===== config.mk =====
export PLATFORM = sky130hd
export DESIGN_NAME = nv_nvdla_cacc_abuf_rd_arb
export DESIGN_NICKNAME = d
export VERILOG_FILES = /design/src/rtl/nv_nvdla_cacc_abuf_rd_arb.sv
export SDC_FILE = /design/constraint.sdc
export NUM_CORES = 1
export LEC_CHECK = 0
export CORE_MARGIN = 5
export CORE_UTILIZATION = 35
export DETAILED_ROUTE_END_ITERATION = 6
export GPL_TIMING_DRIVEN = 0
export HOLD_SLACK_MARGIN = 0.1
export PLACE_DENSITY = 0.78
export SLEW_MARGIN = 20
export SYNTH_ARGS = -nofsm -noshare
export SYNTH_HDL_FRONTEND = slang
export SYNTH_SLANG_ARGS = --single-unit

===== constraint.sdc =====
create_clock -name nvdla_core_clk -period 1.3 [get_ports nvdla_core_clk]
set_input_delay 0.26 -clock nvdla_core_clk [delete_from_list [all_inputs] [get_ports nvdla_core_clk]]
set_output_delay 0.26 -clock nvdla_core_clk [all_outputs]
set_load 0.005 [all_outputs]

===== src/rtl/nv_nvdla_cacc_abuf_rd_arb.sv =====
// Assembly-buffer read arbiter: accumulation has fixed priority over delivery, and a
// starvation FSM raises accu_stall. Optional conflict counter: NVDLA_CACC_ABUF_RD_ARB_PERF_EN.
module nv_nvdla_cacc_abuf_rd_arb #(
    parameter int ABUF_AWIDTH = 6,
    parameter int RD_LAT      = 2,
    parameter int STARVE_MAX  = 8
) (
    input  logic                   nvdla_core_clk,
    input  logic                   nvdla_core_rst,
    input  logic                   accu_rd_en,
    input  logic [ABUF_AWIDTH-1:0] accu_rd_addr,
    input  logic                   dlv_rd_req_vld,
    input  logic [ABUF_AWIDTH-1:0] dlv_rd_req_addr,
    output logic                   dlv_rd_req_rdy,
    output logic                   abuf_rd_en,
    output logic [ABUF_AWIDTH-1:0] abuf_rd_addr,
    output logic                   accu_rd_dat_vld,
    output logic                   dlv_rd_dat_vld,
    output logic                   accu_stall,
    output logic                   err_starve_viol,
    input  logic                   perf_clr,
    output logic [15:0]            dp2reg_abuf_conflict_cnt
);

    typedef enum logic [1:0] {S_IDLE, S_WAIT, S_STARVE} state_t;

    state_t      state, nxt_state;
    logic [3:0]  cnt, nxt_cnt;
    logic        blocked, dlv_hs;
    logic [RD_LAT:1] vld_pipe, src_pipe;

    assign dlv_rd_req_rdy = ~accu_rd_en;
    assign abuf_rd_en     = accu_rd_en | dlv_rd_req_vld;
    assign abuf_rd_addr   = accu_rd_en ? accu_rd_addr : dlv_rd_req_addr;
    assign blocked        = dlv_rd_req_vld & accu_rd_en;
    assign dlv_hs         = dlv_rd_req_vld & dlv_rd_req_rdy;

    // Source tag travels alongside the read so returning data can be steered.
    always_ff @(posedge nvdla_core_clk) begin
        if (nvdla_core_rst) begin
            vld_pipe <= '0;
            src_pipe <= '0;
        end else begin
            vld_pipe[1] <= abuf_rd_en;
            src_pipe[1] <= accu_rd_en;
            for (int i = 2; i <= RD_LAT; i++) begin
                vld_pipe[i] <= vld_pipe[i-1];
                src_pipe[i] <= src_pipe[i-1];
            end
        end
    end

    assign accu_rd_dat_vld = vld_pipe[RD_LAT] & src_pipe[RD_LAT];
    assign dlv_rd_dat_vld  = vld_pipe[RD_LAT] & ~src_pipe[RD_LAT];

    always_ff @(posedge nvdla_core_clk) begin
        if (nvdla_core_rst) begin
            state <= S_IDLE;
            cnt   <= '0;
        end else begin
            state <= nxt_state;
            cnt   <= nxt_cnt;
        end
    end

    always_comb begin
        nxt_state = state;
        nxt_cnt   = cnt;
        case (state)
            S_IDLE: begin
                if (blocked) begin
                    nxt_state = S_WAIT;
                    nxt_cnt   = 4'd1;
                end
            end
            S_WAIT: begin
                if (!dlv_rd_req_vld || dlv_hs) begin
                    nxt_state = S_IDLE;
                    nxt_cnt   = '0;
                end else if (cnt == 4'(STARVE_MAX - 1)) begin
                    nxt_state = S_STARVE;
                end else begin
                    nxt_cnt = cnt + 4'd1;
                end
            end
            S_STARVE: begin
                if (!dlv_rd_req_vld || dlv_hs) begin
                    nxt_state = S_IDLE;
                    nxt_cnt   = '0;
                end
            end
            default: begin
                nxt_state = S_IDLE;
                nxt_cnt   = '0;
            end
        endcase
    end

    // state is a flop, so the stall seen upstream is glitch-free.
    assign accu_stall = (state == S_STARVE);

    always_ff @(posedge nvdla_core_clk) begin
        if (nvdla_core_rst)
            err_starve_viol <= 1'b0;
        else if (accu_rd_en && accu_stall)
            err_starve_viol <= 1'b1;
    end

`ifdef NVDLA_CACC_ABUF_RD_ARB_PERF_EN
    logic [15:0] conflict_cnt;

    always_ff @(posedge nvdla_core_clk) begin
        if (nvdla_core_rst || perf_clr)
            conflict_cnt <= '0;
        else if (blocked && conflict_cnt != 16'hFFFF)
            conflict_cnt <= conflict_cnt + 16'd1;
    end

    assign dp2reg_abuf_conflict_cnt = conflict_cnt;
`else
    logic unused_perf_clr;
    assign unused_perf_clr          = perf_clr;
    assign dp2reg_abuf_conflict_cnt = '0;
`endif

endmodule


==> results.md, run 1 <==
* Main combinational cell family by area after synthesis: simple AND/OR/NAND/NOR gates
* Compound-Gate Fraction of Synth Area at 7.95%
* Final setup viols at 1
* Xor/xnor cell area share of the yosys netlist at 0%
* I/O pin total at 45
* Commonest non-fill, non-tap cell in the layout: buf_4
* Yosys cell types at 28
* Peak supply drop at 0.416 mV
* IO Port Bufs at 27
* Fraction of the mapped netlist area in adder cells at 1.77%
* Worst EP arrival at 1.06 ns
* Area share of the largest cell type after synthesis at 31.1%
* DR WL/cell at 11.4 um
* DRT antenna net count at 0
* Synth area leaders: dfxtp_1, buf_4, mux2_2
* Nets@finish at 149
* Final WL at 1790 um
* HP Class: input pin to register
* Fmax at 0.756 GHz
* 1st-pass router iterations at 5
* Failing checks: setup timing
* Via density at 4.25
* Setup Skew at 0.00386 ns
* CTS tree: built
* Crit path required time at 1.04 ns
* Post-Syn Area at 708 sq um
* Pwr Density at 671 nW/um^2
* Worst-path maximum fanout at 1
* Final Core Density at 60.4%
* Via count at 667
* Clk sinks at 11
* Storage element area at 230 sq um
* Initial antenna violation count at 0
* Max-Cap Viols at 0
* Seq cells post-synth at 11
* Setup TNS at -0.0228 ns
* Die area at 3020 sq um
* Die height at 55.0 um
* Final hold vios at 0
* Area of the multi-input gates at 435 sq um
* Post-synth EDFFs at 0
* Max Slew Vio Count at 0
* CP Capture Type: primary output
* Gpl congestion at 0.740
* Fill cells at 162
* Worst-path clk slew at 0.07 ns
* Most frequent cells in the layout: buf_4, conb_1, dlygate4sd2_1
* Core region area at 1940 sq um
* Largest net degree at the start of global routing at 11
* DP Wirelength at 1360 um
* Num rows at 16
* DRC violations left at 0
* Yosys top cell by area: dfxtp_1
* N_diodes at 0
* Mux contribution to synthesized area at 11.0%
* Initial Utilization at 36.5%
* Drt initial violations at 24
* Synth warnings at 0
* Die extent in x at 55.0 um
* Later-pin clock latency in the skew report at 0.26 ns
* Mapped Cells at 80
* Final min period at 1.32 ns
* RSZ-0062 raised after global routing: true
* First-pass GRT wire length at 2590 um
* Worst-case clock buffer depth at 2
* Post-CTS Hold Buffers at 0
* Register area share after synthesis at 31.1%
* CP startpoint kind: input pin
* GRT overflow at 0
* Avg Cell Area, Syn at 8.85 sq um
* Crit share post-route at 102%
* Post-synthesis async set-or-reset flop share at 0%
* Ratio of cells with drive above 1 in the final layout at 37.7%
* Number of global-route vias before repair at 620
* CTS root buf: clkbuf_4
* Worst slack at placement at -0.771 ns
* H-tree Lvls at 1
* Dominant synthesized flop cell: dfxtp_1
* Setup ws final at -0.0228 ns
* Post-Synth Simple-Gate Area at 27.6%
* Tot GR Track Use at 12.2%
* Cts bufs inserted at 3
* P&R area growth vs syn at 65.5%
* Setup Crit Path Kind: input pin to primary output
* Outcome: finished with violations
* P_leak at 0.607 nW
==> critical path: stages <==
cell and delay, ns:
clkdlybuf4s50_1 0.41, mux2_2 0.27, buf_2 0.13
==> layer usage <==
layer,vias to the layer above,wire (um),global-route usage (%)
met3,2,222,7.24
met4,0,12,3.64
met2,37,907,21.3
met5,-,0,0
li1,336,-,-
met1,292,646,12.2
==> logic make-up after synthesis <==
logic type | Yosys count
AOI/OAI and AO/OA | 9
buffers and inverters | 20
and+or+nand+nor | 31
other | 1
DFF | 11
adders and majority gates | 1
muxes | 7
==> state kept, by name, summed over array words and instances, names as in the netlist <==
| name | flops |
|---|---|
| cnt | 4 |
| src_pipe | 2 |
| state | 2 |
| vld_pipe | 2 |
| err_starve_viol | 1 |
==> final timing paths <==
kind,startpoint,endpoint,slack [ns],cells past startpoint
worst min register to register,src_pipe[1]$_SDFF_PP0_,src_pipe[2]$_SDFF_PP0_,0.43,1
worst max-delay path,dlv_rd_req_addr[2],abuf_rd_addr[2],-0.02,3
worst max register to register,cnt[0]$_SDFFE_PP0P_,cnt[1]$_SDFFE_PP0P_,0.07,5
worst min-delay path,accu_rd_en,state[1]$_SDFFE_PP0P_,0.28,3
==> stage by stage <==
stage	hold WS [ns]	instance area, sq um	cells	total power [mW]
floorplan	0.402	764	95	0.458
global placement	0.420	1070	149	0.553
detailed placement	0.422	1070	149	0.557
CTS	0.257	1130	157	0.780
global route	0.283	1170	157	0.832
finish	0.278	1170	157	0.787
==> cell type report <==
| class | instances | area share [%] |
|---|---|---|
| timing repair buffer | 32 | 26.9 |
| buffer | 17 | 10.6 |
| tap | 27 | 2.88 |
| multi-input combinational | 64 | 37.1 |
| sequential | 11 | 19.6 |
| inverter | 2 | 0.640 |
| clock buffer | 4 | 2.24 |
==> synth_stat cells, types with 2 or more instances <==
cell type	n
buf_4	16
nor2b_1	6
inv_1	2
dfxtp_1	11
mux2_2	6
a21oi_1	2
and2_1	2
o21ai_0	4
nor3_1	4
nand2_1	3
nor2_1	6
nand2b_1	2
==> repair_timing <==
action,in CTS,in global routing
hold endpoints to repair,0,0
setup endpoints to repair,12,9
pin swaps,0,3
buffers inserted,4,1
gates resized for setup,59,14
==> where the power goes <==
part | total (mW) | switching [mW] | internal [mW]
Sequential | 0.350 | 0.00510 | 0.345
Clock | 0.221 | 0.103 | 0.118
Combinational | 0.215 | 0.0757 | 0.139
No activity file was read; power rests on OpenSTA's default activity.
==> run 2, diff against run 1 <==
Settings changed: CAP_MARGIN from default to 30, GPL_TIMING_DRIVEN 0 to default, MAX_ROUTING_LAYER from default to met4.
==> run 2 against run 1 <==
The flow still finishes with violations (setup timing). Clock power grew 6%. Core utilization shrank 5.1 points. First-iteration DRC count shrank 79%. Register-to-register slack gained 0.02 ns. Combinational power shrank 16%. Wire length shrank 8.1%. Sequential cell count is the same. Non-clock buffer count shrank 11. Highest routed layer unchanged. Count of clock-buffer cells in the layout is the same.
==> results.md, run 2 (synthesized netlist as in run 1, its figures left out) <==
* DRT antenna net count at 0 (unchanged)
* WP buf/inv at 2 (unchanged)
* Fmax at 0.759 GHz (+0.46%)
* I/O pin total at 45 (unchanged)
* Die area at 3020 sq um (unchanged)
* FF-to-FF setup slack at 0.09 ns (+0.02 ns)
* Core region area at 1940 sq um (unchanged)
* CP Cell Sequence: clkdlybuf4s50_1, mux2_2, buf_2
* N_diodes at 0 (unchanged)
* P&R area growth vs syn at 51.6%
* Most frequent cells in the layout: conb_1, buf_4, dfxtp_1, dlygate4sd2_1, nor2b_1
* Hold_sp: accu_rd_en
* Setup ws final at -0.0167 ns (+0.00612 ns)
* Outcome: finished with violations
* CP Capture Type: primary output
* Worst-case reg-to-reg path depth at 5 (unchanged)
* Tot GR Track Use at 12.5% (+0.24 points)
* GRT overflow at 0 (unchanged)
* Num rows at 16 (unchanged)
* Post-Place Cells at 141 (-5.4%)
* Worst r2r src: cnt[0]$_SDFFE_PP0P_
* Final WL at 1640 um (-8.1%)
* CP max stage delay at 0.40 ns (about the same)
* Final Core Density at 55.3% (-5.1 points)
* Hold path cells at 4 (+1)
* RSZ-0062 raised after global routing: true
* Ratio of cells with drive above 1 in the final layout at 32.8% (-4.9 points)
* HP Class: input pin to register
* CTS root buf: clkbuf_4
* Number of global-route vias before repair at 611 (-1.5%)
* Worst Setup EP: abuf_rd_addr[2]
* Final hold vios at 0 (unchanged)
* Design Power at 765 uW (-2.8%)
* Initial Utilization at 36.5% (unchanged)
* CTS tree: built
* IO Port Bufs at 27 (unchanged)
* Gpl congestion at 0.768 (+3.8%)
* H-tree Lvls at 1 (unchanged)
* Pwr Density at 712 nW/um^2 (+6.2%)
* Die height at 55.0 um (unchanged)
* Peak supply drop at 0.597 mV (+44%)
* Via count at 623 (-6.6%)
* 1st-pass router iterations at 4 (-1)
* Die extent in x at 55.0 um (unchanged)
* Commonest non-fill, non-tap cell in the layout: conb_1
* Via density at 4.27 (+0.44%)
* Crit share post-route at 101% (-0.47 points)
* Delay-heaviest family, CP: buffers and inverters
* Setup Skew at 0.00235 ns (-0.00152 ns)
* Largest net degree at the start of global routing at 10 (-1)
* Post-CTS Hold Buffers at 0 (unchanged)
* Area of the multi-input gates at 443 sq um (+1.7%)
* CP startpoint: accu_rd_addr[2]
* Worst-path clk slew at 0.07 ns (about the same)
* DRC violations left at 0 (unchanged)
* Final hold slack at 0.373 ns (+0.0944 ns)
* Max Slew Vio Count at 0 (unchanged)
* Clk sinks at 11 (unchanged)
* Fill cells at 182 (+12%)
* Max-Cap Viols at 0 (unchanged)
* Largest reg by FF count: cnt
* Master of the slowest instance on the critical path: clkdlybuf4s50_1
* P_leak at 0.551 nW (-9.3%)
* Initial antenna violation count at 0 (unchanged)
* Cts bufs inserted at 3 (unchanged)
* Worst-path maximum fanout at 1 (unchanged)
* Nets@finish at 138 (-7.4%)
* Storage element area at 223 sq um (-3.3%)
* Finished Layout Cells at 146 (-7.0%)
* CP startpoint kind: input pin
* Final min period at 1.32 ns (-0.00612 ns)
* Worst-case clock buffer depth at 2 (unchanged)
* Failing checks: setup timing
* Final setup viols at 1 (unchanged)
* Crit path required time at 1.04 ns (about the same)
* DR WL/cell at 11.3 um (-1.2%)
* Largest register FFs at 4 (unchanged)
* Worst EP arrival at 1.06 ns (about the same)
* Later-pin clock latency in the skew report at 0.27 ns (about the same)
* DP Wirelength at 1320 um (-3.0%)
* Drt initial violations at 5 (-79%)
* R2R Path End: cnt[1]$_SDFFE_PP0P_
* Setup Crit Path Kind: input pin to primary output
* First-pass GRT wire length at 2480 um (-4.3%)
* WP depth at 3 (unchanged)
run 2: cell types whose count changed in the layout (fill, tap and decap cells not counted), sizes merged:
cell	previous run	this run
dlygate4sd2	12	9
dlymetal6s2s	3	4
buf	29	18
clkdlybuf4s50	3	5
run 2: how the worst min path moves through the flow:
| stage | slack (ns) | end |
|---|---|---|
| 6_report | 0.37 | src_pipe[1]$_SDFF_PP0_ |
| 4_1_cts | 0.41 | src_pipe[1]$_SDFF_PP0_ |
| 3_3_place_gp | 0.42 | vld_pipe[2]$_SDFF_PP0_ |
| 5_1_grt | 0.39 | src_pipe[1]$_SDFF_PP0_ |
| 2_1_floorplan | 0.40 | state[1]$_SDFFE_PP0P_ |
| 3_5_place_dp | 0.43 | src_pipe[2]$_SDFF_PP0_ |
run 2: worst min-delay path, delay by kind of cell:
kind / cells / cell delay (ns)
AND/OR/NAND/NOR: 1 / 0.03
buffers and inverters: 3 / 0.31
run 2: stage by stage:
stage / worst slack, ns / setup TNS, ns / area (sq um)
floorplan: 0.153 / 0 / 764
global route: -0.0308 / -0.0308 / 1070
detailed placement: -0.754 / -8.16 / 1010
finish: -0.0167 / -0.0167 / 1070
CTS: -0.0245 / -0.0245 / 1010
global placement: -0.699 / -7.40 / 1010
run 2: repair_timing:
action / CTS / global route
pin swaps: 0 / 1
resized for setup: 49 / 20
setup endpoints to repair: 17 / 11
setup buffers: 0 / 1
run 2: power by group:
group / leakage [nW] / switching (mW) / internal, mW
Combinational: 0.445 / 0.0701 / 0.110
Clock: 0.0150 / 0.115 / 0.119
Sequential: 0.0909 / 0.00334 / 0.347
Total: 0.551 / 0.189 / 0.576
run 2: final cells by class:
class                      count  share of cell area (%)
multi-input combinational     64                    41.3
timing repair buffer          38                    31.7
sequential                    11                    20.7
tap                           27                    3.15
clock buffer                   4                    2.45
inverter                       2                   0.699
run 2: routing by layer:
layer	share of wire [%]	wire length, um	global-route usage (%)
met5	0	0	-
met4	1.8	29	7.29
met3	11	180	5.36
met2	49	804	20.3
met1	38	631	12.4
